<file path="src/rtl/reg_file_write_arbiter.sv">
// reg_file_write_arbiter
// Shares the register file's single write port among NUM_REQ writeback
// sources. Each source owns a one-entry holding buffer with a valid/ready
// handshake. A round-robin arbiter moves one buffered write per cycle into a
// registered output stage. Query ports report pending writes for RAW stalls.
//
// Optional feature macro: REG_FILE_WRITE_ARB_R0_DISCARD_EN
//   When defined, writes to register 0 are accepted but dropped, and r0 is
//   never reported as pending. When undefined, r0 behaves like any register.
module reg_file_write_arbiter #(
    parameter int NUM_REQ    = 3,
    parameter int SEL_WIDTH  = 4,
    parameter int DATA_WIDTH = 32,
    parameter int NUM_QUERY  = 2
) (
    input  logic                            clk,
    input  logic                            rst_n,
    input  logic [NUM_REQ-1:0]              in_valid,
    output logic [NUM_REQ-1:0]              in_ready,
    input  logic [NUM_REQ*SEL_WIDTH-1:0]    in_sel,
    input  logic [NUM_REQ*DATA_WIDTH-1:0]   in_data,
    output logic                            out_write_en,
    output logic [SEL_WIDTH-1:0]            out_write_sel,
    output logic [DATA_WIDTH-1:0]           out_write_data,
    input  logic [NUM_QUERY*SEL_WIDTH-1:0]  query_sel,
    output logic [NUM_QUERY-1:0]            query_pending,
    output logic                            idle
);

    localparam int PTR_W = (NUM_REQ > 1) ? $clog2(NUM_REQ) : 1;

    // Per-requester views of the flattened input buses
    logic [NUM_REQ-1:0][SEL_WIDTH-1:0]    in_sel_arr;
    logic [NUM_REQ-1:0][DATA_WIDTH-1:0]   in_data_arr;
    logic [NUM_QUERY-1:0][SEL_WIDTH-1:0]  query_arr;

    assign in_sel_arr  = in_sel;
    assign in_data_arr = in_data;
    assign query_arr   = query_sel;

    // Holding buffers
    logic [NUM_REQ-1:0]                   buf_valid_q, buf_valid_d;
    logic [NUM_REQ-1:0][SEL_WIDTH-1:0]    buf_sel_q,   buf_sel_d;
    logic [NUM_REQ-1:0][DATA_WIDTH-1:0]   buf_data_q,  buf_data_d;

    // Round-robin pointer: index where the next scan starts
    logic [PTR_W-1:0]                     rr_ptr_q, rr_ptr_d;

    // Registered output stage feeding the register file write port
    logic                                 out_write_en_q,   out_write_en_d;
    logic [SEL_WIDTH-1:0]                 out_write_sel_q,  out_write_sel_d;
    logic [DATA_WIDTH-1:0]                out_write_data_q, out_write_data_d;

    // Arbitration result
    logic                                 grant_valid;
    logic [PTR_W-1:0]                     grant_idx;
    logic [PTR_W:0]                       scan_idx;

    // Ready depends only on buffer state, never on in_valid
    assign in_ready = ~buf_valid_q;

    // Round-robin scan: first valid buffer at or after rr_ptr_q, with wrap
    always_comb begin
        grant_valid = 1'b0;
        grant_idx   = '0;
        scan_idx    = '0;
        for (int k = 0; k < NUM_REQ; k++) begin
            scan_idx = {1'b0, rr_ptr_q} + (PTR_W+1)'(k);
            if (scan_idx >= (PTR_W+1)'(NUM_REQ)) begin
                scan_idx = scan_idx - (PTR_W+1)'(NUM_REQ);
            end
            if (!grant_valid && buf_valid_q[scan_idx[PTR_W-1:0]]) begin
                grant_valid = 1'b1;
                grant_idx   = scan_idx[PTR_W-1:0];
            end
        end
    end

    // Buffer next state: grant empties a buffer, handshake fills an empty one
    always_comb begin
        buf_valid_d = buf_valid_q;
        buf_sel_d   = buf_sel_q;
        buf_data_d  = buf_data_q;
        for (int i = 0; i < NUM_REQ; i++) begin
            if (grant_valid && (grant_idx == PTR_W'(i))) begin
                buf_valid_d[i] = 1'b0;
            end else if (in_valid[i] && !buf_valid_q[i]) begin
`ifdef REG_FILE_WRITE_ARB_R0_DISCARD_EN
                // Handshake still completes; an r0 write is simply dropped
                buf_valid_d[i] = (in_sel_arr[i] != '0);
`else
                buf_valid_d[i] = 1'b1;
`endif
                buf_sel_d[i]   = in_sel_arr[i];
                buf_data_d[i]  = in_data_arr[i];
            end
        end
    end

    // Output stage and pointer next state; sel/data hold when nothing wins
    always_comb begin
        out_write_en_d   = 1'b0;
        out_write_sel_d  = out_write_sel_q;
        out_write_data_d = out_write_data_q;
        rr_ptr_d         = rr_ptr_q;
        if (grant_valid) begin
            out_write_en_d   = 1'b1;
            out_write_sel_d  = buf_sel_q[grant_idx];
            out_write_data_d = buf_data_q[grant_idx];
            rr_ptr_d         = (grant_idx == PTR_W'(NUM_REQ - 1)) ? '0
                                                                  : grant_idx + PTR_W'(1);
        end
    end

    // State registers with synchronous active-low reset
    always_ff @(posedge clk) begin
        if (!rst_n) begin
            buf_valid_q      <= '0;
            buf_sel_q        <= '0;
            buf_data_q       <= '0;
            rr_ptr_q         <= '0;
            out_write_en_q   <= 1'b0;
            out_write_sel_q  <= '0;
            out_write_data_q <= '0;
        end else begin
            buf_valid_q      <= buf_valid_d;
            buf_sel_q        <= buf_sel_d;
            buf_data_q       <= buf_data_d;
            rr_ptr_q         <= rr_ptr_d;
            out_write_en_q   <= out_write_en_d;
            out_write_sel_q  <= out_write_sel_d;
            out_write_data_q <= out_write_data_d;
        end
    end

    assign out_write_en   = out_write_en_q;
    assign out_write_sel  = out_write_sel_q;
    assign out_write_data = out_write_data_q;
    assign idle           = !(|buf_valid_q) && !out_write_en_q;

    // Hazard lookup per query port: any valid buffer or the output stage
    genvar gi;
    generate
        for (gi = 0; gi < NUM_QUERY; gi++) begin : g_query
            logic [NUM_REQ-1:0] buf_hit;
            logic               out_hit;

            // Compare the queried register against every holding buffer
            always_comb begin
                buf_hit = '0;
                for (int i = 0; i < NUM_REQ; i++) begin
                    buf_hit[i] = buf_valid_q[i] && (buf_sel_q[i] == query_arr[gi]);
                end
            end

            assign out_hit = out_write_en_q && (out_write_sel_q == query_arr[gi]);

`ifdef REG_FILE_WRITE_ARB_R0_DISCARD_EN
            assign query_pending[gi] = (query_arr[gi] != '0) && ((|buf_hit) || out_hit);
`else
            assign query_pending[gi] = (|buf_hit) || out_hit;
`endif
        end
    endgenerate

endmodule

</file>
<file path="config.mk">
export PLATFORM = sky130hd
export DESIGN_NAME = reg_file_write_arbiter
export DESIGN_NICKNAME = d
export VERILOG_FILES = /design/src/rtl/reg_file_write_arbiter.sv
export SDC_FILE = /design/constraint.sdc
export NUM_CORES = 1
export LEC_CHECK = 0
export ABC_AREA = 0
export BUFFER_PORTS_ARGS = -buffer_cell sky130_fd_sc_hd__buf_2
export CAP_MARGIN = 20
export CORE_MARGIN = 2
export CORE_UTILIZATION = 53
export DETAILED_ROUTE_END_ITERATION = 10
export PLACE_DENSITY = 0.84
export SYNTH_ARGS = -nofsm -noshare
export SYNTH_HDL_FRONTEND = slang
export SYNTH_SLANG_ARGS = --single-unit
</file>
<file path="constraint.sdc">
create_clock -name clk -period 3.1 [get_ports clk]
set_clock_uncertainty 0.1 [all_clocks]
set_input_delay 0.155 -clock clk [delete_from_list [all_inputs] [get_ports clk]]
set_output_delay 0.155 -clock clk [all_outputs]
set_load 0.05 [all_outputs]
</file>
# After elaboration in Yosys (flattened, before gate mapping)
# Index checks and enable logic that the tools add are counted.
[classes]
addsub = 6
multipliers = 0
div_mod_pow = 0
order_cmp = 7
eq_ne = 10
shifts = 0
n_mux = 21
bitwise_logic = 5
n_reduce_logical = 36
[op_table]
columns = ["operator", "count"]
rows = [
  ["binary-select mux 32 bit (select 2 bit)", 1],
  ["equality test 4 bit", 8],
  ["two-way mux 32 bit", 1],
  ["logical AND 1 bit", 17],
  ["two-way mux 2 bit", 7],
  ["less-than comparator 2 x 3 -> 1 bit, second input constant", 4],
  ["OR reduction 3 bit", 3],
  ["binary-select mux 4 bit (select 2 bit)", 1],
  ["logical NOT 1 bit", 7],
  ["two-way mux 1 bit", 7],
  ["binary-select mux 1 bit (select 2 bit)", 3],
  ["greater-or-equal comparator 3 x 2 -> 1 bit, second input constant", 2],
  ["AND reduction 2 bit", 3],
  ["OR reduction 2 bit", 3],
  ["subtractor 2 bit, second input constant", 3],
  ["two-way mux 4 bit", 1],
  ["inverter 1 bit", 4],
  ["adder 2 x 1 -> 3 bit, second input constant", 1],
  ["adder 2 x 2 -> 3 bit, second input constant", 1],
  ["inverter 3 bit", 1],
  ["adder 2 x 1 -> 2 bit, second input constant", 1],
  ["equality test 2 x 1 -> 1 bit, second input constant", 1],
  ["equality test 2 bit, second input constant", 1],
  ["greater-or-equal comparator 2 bit, second input constant", 1],
  ["other kinds (2)", 3],
]
[totals]
reg_bits = 150
latch_bits = 0
ramBits = 0
rom_bits = 0
inputBits = 121
output_inout_bits = 43
wordCells = 98
mem_count = 0

# Longest topological paths before layout
# Gate-level depths: netlist (run 1).
[logic_depth]
word_depth = 15
ltp_mapped = 12
depth_no_buf = 8

# Worst setup path before layout (run 1)
# No wires, ideal clock.
[synth_path]
path_kind = "register to register"
startpoint = "register rr_ptr_q[0]"
endpoint = "register out_write_data_q[10] (netlist: out_write_data[10])"
setup_ns = 0.133
t_arrival_ns = 2.574
required_time_ns = 2.867
setup_slack_ns = 0.293
path_stages_with_launch = 11
path_buffers = 2
period_less_slack_ns = 2.807
cell_sequence = "dfxtp_1 inv_1 ha_1 buf_2 mux2i_1 o22ai_2 mux2_2 mux2i_2 buf_6 mux2i_1 o221ai_1"
[synth_via]
elab_chain_cells = 13
word_cells_on_any_way = 29
classes_between = "add/sub (5); order compare (3); mux (17); reduce/logical (4)"
[synth_lines]
columns = ["element", "line_no", "text"]
rows = [
  ["from (decl)", "47", "logic [PTR_W-1:0] rr_ptr_q, rr_ptr_d;"],
  ["from (signal assigned)", "129", "rr_ptr_q <= rr_ptr_d;"],
  ["parallel branches: the longest is 13 deep, another holds adder 2 x 1 -> 3 bit", "--", ""],
  ["to (signal assigned)", "132", "out_write_data_q <= out_write_data_d;"],
  ["to (decl)", "52", "logic [DATA_WIDTH-1:0] out_write_data_q, out_write_data_d;"],
]
# Several ways; the timed one is not identified. The select of a mux whose other input is x is not followed.
# A chain may end at the register's enable or synchronous reset.

# Worst setup path after layout (run 1)
[layout_path]
startpoint = "register rr_ptr_q[0]"
endpoint = "register buf_data_q[1] in the netlist's numbering"
[layout_via]
elab_chain_cells = 15
word_cells_on_any_way = 31
classes_between = "add/sub (5); order compare (3); mux (15); bitwise (1); reduce/logical (7)"
[layout_lines]
columns = ["element", "line_no", "text"]
rows = [
  ["parallel branches: the longest is 12 deep, another holds adder 2 x 1 -> 3 bit", "--", ""],
  ["logical AND 1 bit *", "85", "if (grant_valid && (grant_idx == PTR_W'(i))) begin"],
  ["inverter 1 bit (no source line) *", "--", ""],
  ["AND reduction 2 bit (no source line) *", "--", ""],
  ["to (signal assigned)", "128", "buf_data_q <= buf_data_d;"],
  ["to (decl)", "44", "logic [NUM_REQ-1:0][DATA_WIDTH-1:0] buf_data_q, buf_data_d;"],
]
# Mark *: on every way between the ends. The select of a mux whose other input is x is not followed.

==> flow_summary.ini, run 1 <==
[finish]
register_area_mm2 = 0.003003
post-route-util = 0.7691
final_common_cell = nand2_1
areaGrowthSynthToFinish_pct = 40.71
fill_cells = 772
multi_input_area_mm2 = 0.003194
layout-drive-gt1-share = 0.2165
fin_nets = 1166
final_cell_mix = 255 x nand2_1, 163 x buf_2, 150 x dfxtp_1, 111 x dlygate4sd3_1, 72 x a21oi_1

[timing]
fin_tns_setup_ns = 0
fin_ws_ns = 0.1359
tightest_slew_ns = 1.022
finalSetupViolCount = 0
fmax_mhz = 337.4
fin_crit_sh = 0.9562
layout_min_cycle_time_ns = 2.964
whs_ns = 0.2303
slew_headroom = 0.3173
maxSlewViolCount = 0
hold_viol = 0

[grt]
track_usage = 0.3268
grt_pass1_vias = 6945
grt_pass1_wl_mm = 33.91
grt.overflow.total = 0
grt_max_degree = 46
antenna_found_initial = 0

[critical_path]
cp_data_arrival_time_ns = 3.15
cp_cell_sequence = inv_1 -> ha_1 -> mux2i_1 -> o22ai_2 -> or4b_4 -> o211ai_4 -> a311oi_4 -> buf_12 -> mux2i_1
cp-start-kind = flip-flop
crit_fanout = 25
path_class = reg2reg
worstPathRequired_ns = 3.29
setup.worst_path.end_class = flip-flop
cp_slowest_cell = or4b_4
slowest_delay_ns = 0.57
crit_top_cell = mux2i_1

[routing]
ant_nets = 0
drcViolationCount = 0
highest_layer = met4
wl_per_cell_um = 17.77
drt-pass1-iter-count = 5
num_vias = 6709
met2_length_mm = 10.94
wl_met1_mm = 8.427
routed_wl_mm = 21.73
drt_iter0_drc = 504
avgViaCountPerCell = 5.486
dr_wl_met3_mm = 1.506

[synth]
async_flop_share = 0
synth_top_family_by_area = simple AND/OR/NAND/NOR gates
synthDistinctLibCells = 42
ys_seq_area_frac = 0.4555
synth.avg_cell_area_um2 = 8.441
ys_ff_latch = 150
synth_xor_area_frac = 0.04251
synth_simple_gate_area_share = 0.1790
yosysTopAreaCellShare = 0.4555
synth_edf_count = 0
yosysTopAreaCell = dfxtp_1
synthTopCellsByArea = dfxtp_1 46%, nand2_1 15%, mux2i_1 11%, a21oi_1 5.5%, o221ai_1 4.4%
yosysWarnings = 0
syn_inst = 781
syn_area_mm2 = 0.006593
synth-adder-area-share = 0.007592
synthFlopType = dfxtp_1
synth_compound_area_frac = 0.1365
muxShareOfSynthArea = 0.1116
syn_nets = 906

[die]
rows = 40
start_util = 0.5466
pin_count = 164
dieArea_mm2 = 0.01335
core_mm2 = 0.01206
die_h_um = 115.5
die_w_um = 115.5

[cts]
htree_levels = 4
numCtsBuffers = 17
cts_setup_buffers = 0
clockBufferDepth = 2
cts_sinks = 150
cts_tree = yes
clkLatencyLatePin_ns = 0.41
cts_root_buffer = clkbuf_16
path_clk_slew_ns = 0.06

[power]
power_density_mw_per_mm2 = 922.1
p_total_mw = 8.554
cellLeakagePower_nw = 4.104
vdd_ir_drop_max_v = 0.0005271

[place]
pre_cts_slack_ns = 0.1384
hpwl_mm = 11.77
gp_congestion = 0.8932
numPortBuffers = 163

[run_status]
status = complete, no violations

[job]
drv_cap = 0

[worst_hold_path]
hold_path_class = in2reg
==> layout make-up <==
type | count | area share
sequential | 150 | 0.3237
clock inverter | 11 | 0.01349
clock buffer | 20 | 0.04815
multi-input combinational | 537 | 0.3443
antenna | 2 | 0.0005395
tap | 168 | 0.02266
timing repair buffer | 295 | 0.2309
inverter | 40 | 0.01619
==> routing by layer <==
metal  up-vias  track usage
met1      3126       0.3798
met2       359       0.5735
li1       3145            -
met5         -            0
met3        79      0.06695
met4         0       0.1598
==> metrics by stage <==
stage | instance area [µm²] | cells
2_1_floorplan | 6593 | 781
3_3_place_gp | 7567 | 1079
3_5_place_dp | 7567 | 1079
4_1_cts | 9250 | 1221
5_1_grt | 9271 | 1221
6_report | 9276 | 1223
==> cells by family (layout without fill, tap and decap cells) <==
logic type               Yosys count  in the layout
AO/OA/AOI/OAI                    136            136
buffers and inverters             94            366
flip-flops                       150            150
AND/OR/NAND/NOR                  292            292
XOR/XNOR                          32             32
multiplexers                      73             73
adder cells (fa/ha/maj)            4              4
other                              0              2
==> final timing paths <==
check	startpoint	end	slack, ns	cells past startpoint
worst max register to register	rr_ptr_q[0]	buf_data_q[1]	0.14	9
worst min-delay path	rst_n	buf_data_q[7]	0.23	4
worst min register to register	buf_data_q[34]	buf_data_q[34]	0.35	2
worst max-delay path	rr_ptr_q[0]	buf_data_q[1]	0.14	9
==> critical path, delay by kind of cell (launching register included) <==
kind,cells,cell delay (ns)
and+or+nand+nor,1,0.57
adders and majority gates,1,0.46
AOI/OAI and AO/OA,3,0.55
DFF,1,0.38
buffers and inverters,2,0.29
muxes,2,0.46
==> power by group <==
part / switching [mW] / internal (mW)
logic: 2.40 / 1.39
clock network: 0.805 / 1.21
registers: 0.366 / 2.39
total: 3.57 / 4.98
==> cell usage after synthesis, types with 6 or more instances <==
cell type and instances:
o21ai_0 6, inv_1 39, nand3_1 11, a21oi_1 73, nor3_1 9, mux2i_1 71, buf_2 9, clkbuf_1 37
nand2_1 255, o221ai_1 33, a21boi_0 6, xor2_1 24, xnor2_1 8, dfxtp_1 150
==> sequential cells by signal, indices dropped and copies added, names as in the netlist <==
name            flops
buf_data_q         96
buf_sel_q          12
buf_valid_q         3
out_write_data     32
out_write_en        1
out_write_sel       4
rr_ptr_q            2
==> what timing repair did <==
item                                    CTS  global route
endpoints found under the hold margin   111             0
hold buffers                            111             0
endpoints found under the setup margin    0            34
resized for setup                         0             5
Power figures use the tool's default switching activity.
==> inputs of run 2 (changes only) <==
Settings changed: CORE_UTILIZATION 53 to 55, CTS_BUF_LIST from default to sky130_fd_sc_hd__clkbuf_4, GPL_ROUTABILITY_DRIVEN from default to 0, PLACE_DENSITY 0.84 to 0.87.
==> flow_summary.ini, run 2 (same netlist as run 1, synthesis figures left out) <==
[timing]
hold_viol = 0
fin_crit_sh = 0.9613
slew_headroom = 0.3138
finalSetupViolCount = 0
fin_tns_setup_ns = 0
rsz0062_at_grt = false
maxSlewViolCount = 0
fmax_mhz = 335.6
layout_min_cycle_time_ns = 2.980
whs_ns = 0.2649
tightest_slew_ns = 1.027

[routing]
highest_layer = met4
avgViaCountPerCell = 5.681
drt_iter0_drc = 603
routed_wl_mm = 22.08
num_vias = 6817
dr_wl_met3_mm = 1.740
drcViolationCount = 0
wl_per_cell_um = 18.40
ant_nets = 0
met2_length_mm = 11.15
drt-pass1-iter-count = 5
wl_met1_mm = 8.036

[finish]
post-route-util = 0.7778
largest_reg_flops = 96
largest_register = buf_data_q
fill_cells = 715
final_common_cell = nand2_1
fin_nets = 1168
layout-drive-gt1-share = 0.2159
areaGrowthSynthToFinish_pct = 36.44
final_cell_mix = 255 x nand2_1, 163 x buf_2, 150 x dfxtp_1, 117 x dlygate4sd3_1, 73 x a21oi_1

[run_status]
status = complete, no violations

[critical_path]
r2r_start = rr_ptr_q[0]
rrSetupSlack_ns = 0.12
slowest_delay_ns = 0.44
r2r-end = buf_data_q[5]
setup.worst_path.end_class = flip-flop
cp-start-kind = flip-flop
cp_data_arrival_time_ns = 3.35
cp_cell_sequence = inv_1 -> ha_2 -> mux2i_2 -> o221ai_1 -> o21bai_1 -> and2_1 -> a311oi_4 -> buf_12 -> mux2i_1
reg2reg_depth = 9
path_class = reg2reg
cp_num_buf_inv = 2
crit_fanout = 18
worstPathRequired_ns = 3.47
cp_slowest_cell = ha_2
crit_family = compound AO/OA/AOI/OAI gates

[cts]
cts_sinks = 150
clkLatencyLatePin_ns = 0.57
cts_setup_buffers = 0
numCtsBuffers = 17
htree_levels = 4
cts_root_buffer = clkbuf_4
clockBufferDepth = 2
cts_tree = yes
path_clk_slew_ns = 0.17

[grt]
antenna_found_initial = 1
grt_pass1_vias = 7065
grt_pass1_wl_mm = 34.78
track_usage = 0.3458
grt_max_degree = 59
grt.overflow.total = 0

[worst_hold_path]
hold_path_class = in2reg
min_from = in_data[64]
hold_end = buf_data_q[64]
hold_path_depth = 4

[die]
die_w_um = 113.5
start_util = 0.5701
die_h_um = 113.5
core_mm2 = 0.01156
pin_count = 164
dieArea_mm2 = 0.01288
rows = 39

[place]
hpwl_mm = 11.78
numPortBuffers = 163

[job]
drv_cap = 0

[power]
power_density_mw_per_mm2 = 862.8
cellLeakagePower_nw = 3.980
vdd_ir_drop_max_v = 0.0004969
[run 2: cell count changes in the layout (fill, tap and decap cells not counted), sizes merged]
cell	previous run	this run
clkbuf	20	17
dlygate4sd3	111	117
clkinv	5	4
inv	42	49
bufinv	2	1
diode	2	1
clkinvlp	2	1
buf	184	180
[run 2: worst max path at each step]
stage / startpoint / endpoint / slack [ns] / depth (start not counted)
CTS: rr_ptr_q[0] / buf_data_q[5] / 0.11 / 8
finish: rr_ptr_q[0] / buf_data_q[5] / 0.12 / 9
floorplan: rr_ptr_q[0] / out_write_data[10] / 0.29 / 10
global route: rr_ptr_q[0] / buf_data_q[5] / 0.001 / 9
global placement: rr_ptr_q[0] / buf_data_q[20] / 0.30 / 8
detailed placement: rr_ptr_q[0] / buf_data_q[8] / 0.16 / 8
[run 2: layer usage]
metal  vias up  track usage
met2       419       0.6144
met5         -            0
met1      3138       0.3802
met3       110      0.07439
met4         0       0.2033
li1       3150            -
[run 2: layout make-up]
cell class	count	area (µm²)	area share
Tap cell	143	178.9	0.01989
Clock buffer	17	127.6	0.01419
Sequential cell	150	3003	0.3338
Multi-Input combinational cell	537	3196	0.3553
Antenna cell	1	2.502	0.0002782
Timing Repair Buffer	297	2177	0.2420
Clock inverter	15	160.2	0.01781
Inverter	40	150.1	0.01669
[run 2: power breakdown]
group          total, mW  internal [mW]  switching (mW)
logic               3.76           1.37            2.39
registers           2.76           2.39           0.377
clock network       1.24          0.434           0.805
total               7.76           4.19            3.57
[run 2: through the flow]
step,instance area (µm²),power [mW],setup WS [ns],instances
final,8995,7.760,0.1200,1200
after global routing,8995,8.118,0.001366,1200
after CTS,8977,7.604,0.1098,1199
after detailed placement,7518,6.289,0.1584,1050
after global placement,7518,6.207,0.2954,1050
after floorplan,6593,5.377,0.2929,781
[run 2: worst reg2reg max path: stages (launching register included)]
cell	delay (ns)
dfxtp_1	0.41
inv_1	0.08
ha_2	0.44
mux2i_2	0.31
o221ai_1	0.16
o21bai_1	0.20
and2_1	0.30
a311oi_4	0.43
buf_12	0.24
mux2i_1	0.23
[run 2: timing repair]
action                                  CTS  global route
gates resized for setup                   0             4
hold buffers                            117             0
endpoints found under the setup margin    0            57
hold endpoints to repair                111             0
==> inputs of run 3 (changes only) <==
Settings changed: REMOVE_ABC_BUFFERS from default to 1.
==> flow_summary.ini, run 3 (same netlist as run 1, synthesis figures left out) <==
[cts]
cts_root_buffer = clkbuf_4
numCtsBuffers = 17
clockBufferDepth = 2
clkLatencyLatePin_ns = 0.54
cts_setup_buffers = 0
cts_tree = yes
cts_sinks = 150
path_clk_slew_ns = 0.14
htree_levels = 4

[grt]
grt.met3_usage = 0.07439
grt_pass1_wl_mm = 35.45
grt_max_degree = 51
met2_usage = 0.6044
grt_pass1_vias = 7290
met1_usage = 0.4038
track_usage = 0.3535
grt.overflow.total = 0
antenna_found_initial = 0
top_usage_layer = met2

[worst_hold_path]
hold_path_depth = 4
hold_path_class = in2reg

[timing]
fin_ws_ns = 0.1910
fin_crit_sh = 0.9384
finalSetupViolCount = 0
tightest_slew_ns = 1.106
maxSlewViolCount = 0
fin_tns_setup_ns = 0
slew_headroom = 0.2610
fmax_mhz = 343.8
whs_ns = 0.2863
hold_viol = 0
layout_min_cycle_time_ns = 2.909

[die]
pin_count = 164
start_util = 0.5701
dieArea_mm2 = 0.01288
die_w_um = 113.5
rows = 39
core_mm2 = 0.01156
die_h_um = 113.5

[power]
power_density_mw_per_mm2 = 867.8
cellLeakagePower_nw = 4.016
vdd_ir_drop_max_v = 0.0004245
p_total_mw = 7.888

[finish]
final_common_cell = nand2_1
areaGrowthSynthToFinish_pct = 37.88
largest_register = buf_data_q
largest_reg_flops = 96
register_area_mm2 = 0.003003
final_cell_mix = 255 x nand2_1, 163 x buf_2, 150 x dfxtp_1, 123 x dlygate4sd3_1, 73 x a21oi_1
multi_input_area_mm2 = 0.003188
fill_cells = 727
n_antenna_cell = 0
layout-drive-gt1-share = 0.2135
fin_nets = 1175

[critical_path]
reg2reg_depth = 9
path_class = reg2reg
crit_fanout = 15
setup.worst_path.end_class = flip-flop
cp_data_arrival_time_ns = 3.21
cp-start-kind = flip-flop
worstPathRequired_ns = 3.40

[routing]
avgViaCountPerCell = 5.787
routed_wl_mm = 22.59
drt_iter0_drc = 617
wl_per_cell_um = 18.73
ant_nets = 0
drcViolationCount = 0
num_vias = 6979
drt-pass1-iter-count = 5

[job]
drv_cap = 0

[place]
hpwl_mm = 11.79
pre_cts_slack_ns = 0.1539
numPortBuffers = 163

[run_status]
status = complete, no violations
-- run 3: cell count changes in the layout (fill, tap and decap cells not counted), moves of 2 or more --
cell and change:
mux2i_2 -2, inv_8 -2, mux2i_1 +2, buf_4 -2, inv_6 -5, dlygate4sd3_1 +6, bufinv_16 +2, clkinv_2 +2
buf_6 +3, clkinvlp_4 +3
-- run 3: stage by stage --
| stage | util | instances | area, µm² |
|---|---|---|---|
| 2_1_floorplan | - | 727 | 6299 |
| 3_5_place_dp | 0.6490 | 1050 | 7506 |
| 5_1_grt | 0.7860 | 1206 | 9090 |
| 4_1_cts | 0.7820 | 1205 | 9044 |
| 3_3_place_gp | 0.6490 | 1050 | 7506 |
| 6_report | 0.7860 | 1206 | 9090 |
-- run 3: final cells by class --
cell class | count | share of cell area
clock buffer | 17 | 0.01404
clock inverter | 15 | 0.01968
inverter | 40 | 0.01652
multi-input combinational | 537 | 0.3507
sequential | 150 | 0.3304
tap | 143 | 0.01968
timing repair buffer | 304 | 0.2490
-- run 3: layer usage --
| layer | wire length (µm) | part of all wire | vias up |
|---|---|---|---|
| met5 | 0 | 0 | - |
| li1 | - | - | 3161 |
| met1 | 8479 | 0.38 | 3246 |
| met4 | 1078 | 0.048 | 0 |
| met2 | 11210 | 0.50 | 452 |
| met3 | 1817 | 0.080 | 120 |
-- run 3: worst max-delay path, stage by stage (launching register included) --
cell,delay (ns)
dfxtp_1,0.41
inv_1,0.08
ha_2,0.41
mux2i_1,0.13
o22ai_2,0.34
mux2_2,0.40
mux2i_4,0.18
buf_4,0.32
mux2i_1,0.26
o221ai_1,0.15
-- run 3: timing repair --
action / 4_1_cts / 5_1_grt
hold buffers: 123 / 0
gates resized for setup: 0 / 5
hold endpoints to repair: 111 / 0
setup endpoints to repair: 0 / 47
-- run 3: final timing paths --
check / slack [ns] / start / end
worst max-delay path: 0.19 / rr_ptr_q[0] / out_write_data[7]
worst min register to register: 0.36 / buf_data_q[51] / buf_data_q[51]
worst min-delay path: 0.29 / in_data[69] / buf_data_q[69]
worst max register to register: 0.19 / rr_ptr_q[0] / out_write_data[7]
-- run 3: power breakdown --
part / internal, mW / switching (mW) / total (mW)
sequential: 2.39 / 0.377 / 2.77
combinational: 1.38 / 2.45 / 3.82
clock: 0.562 / 0.738 / 1.30
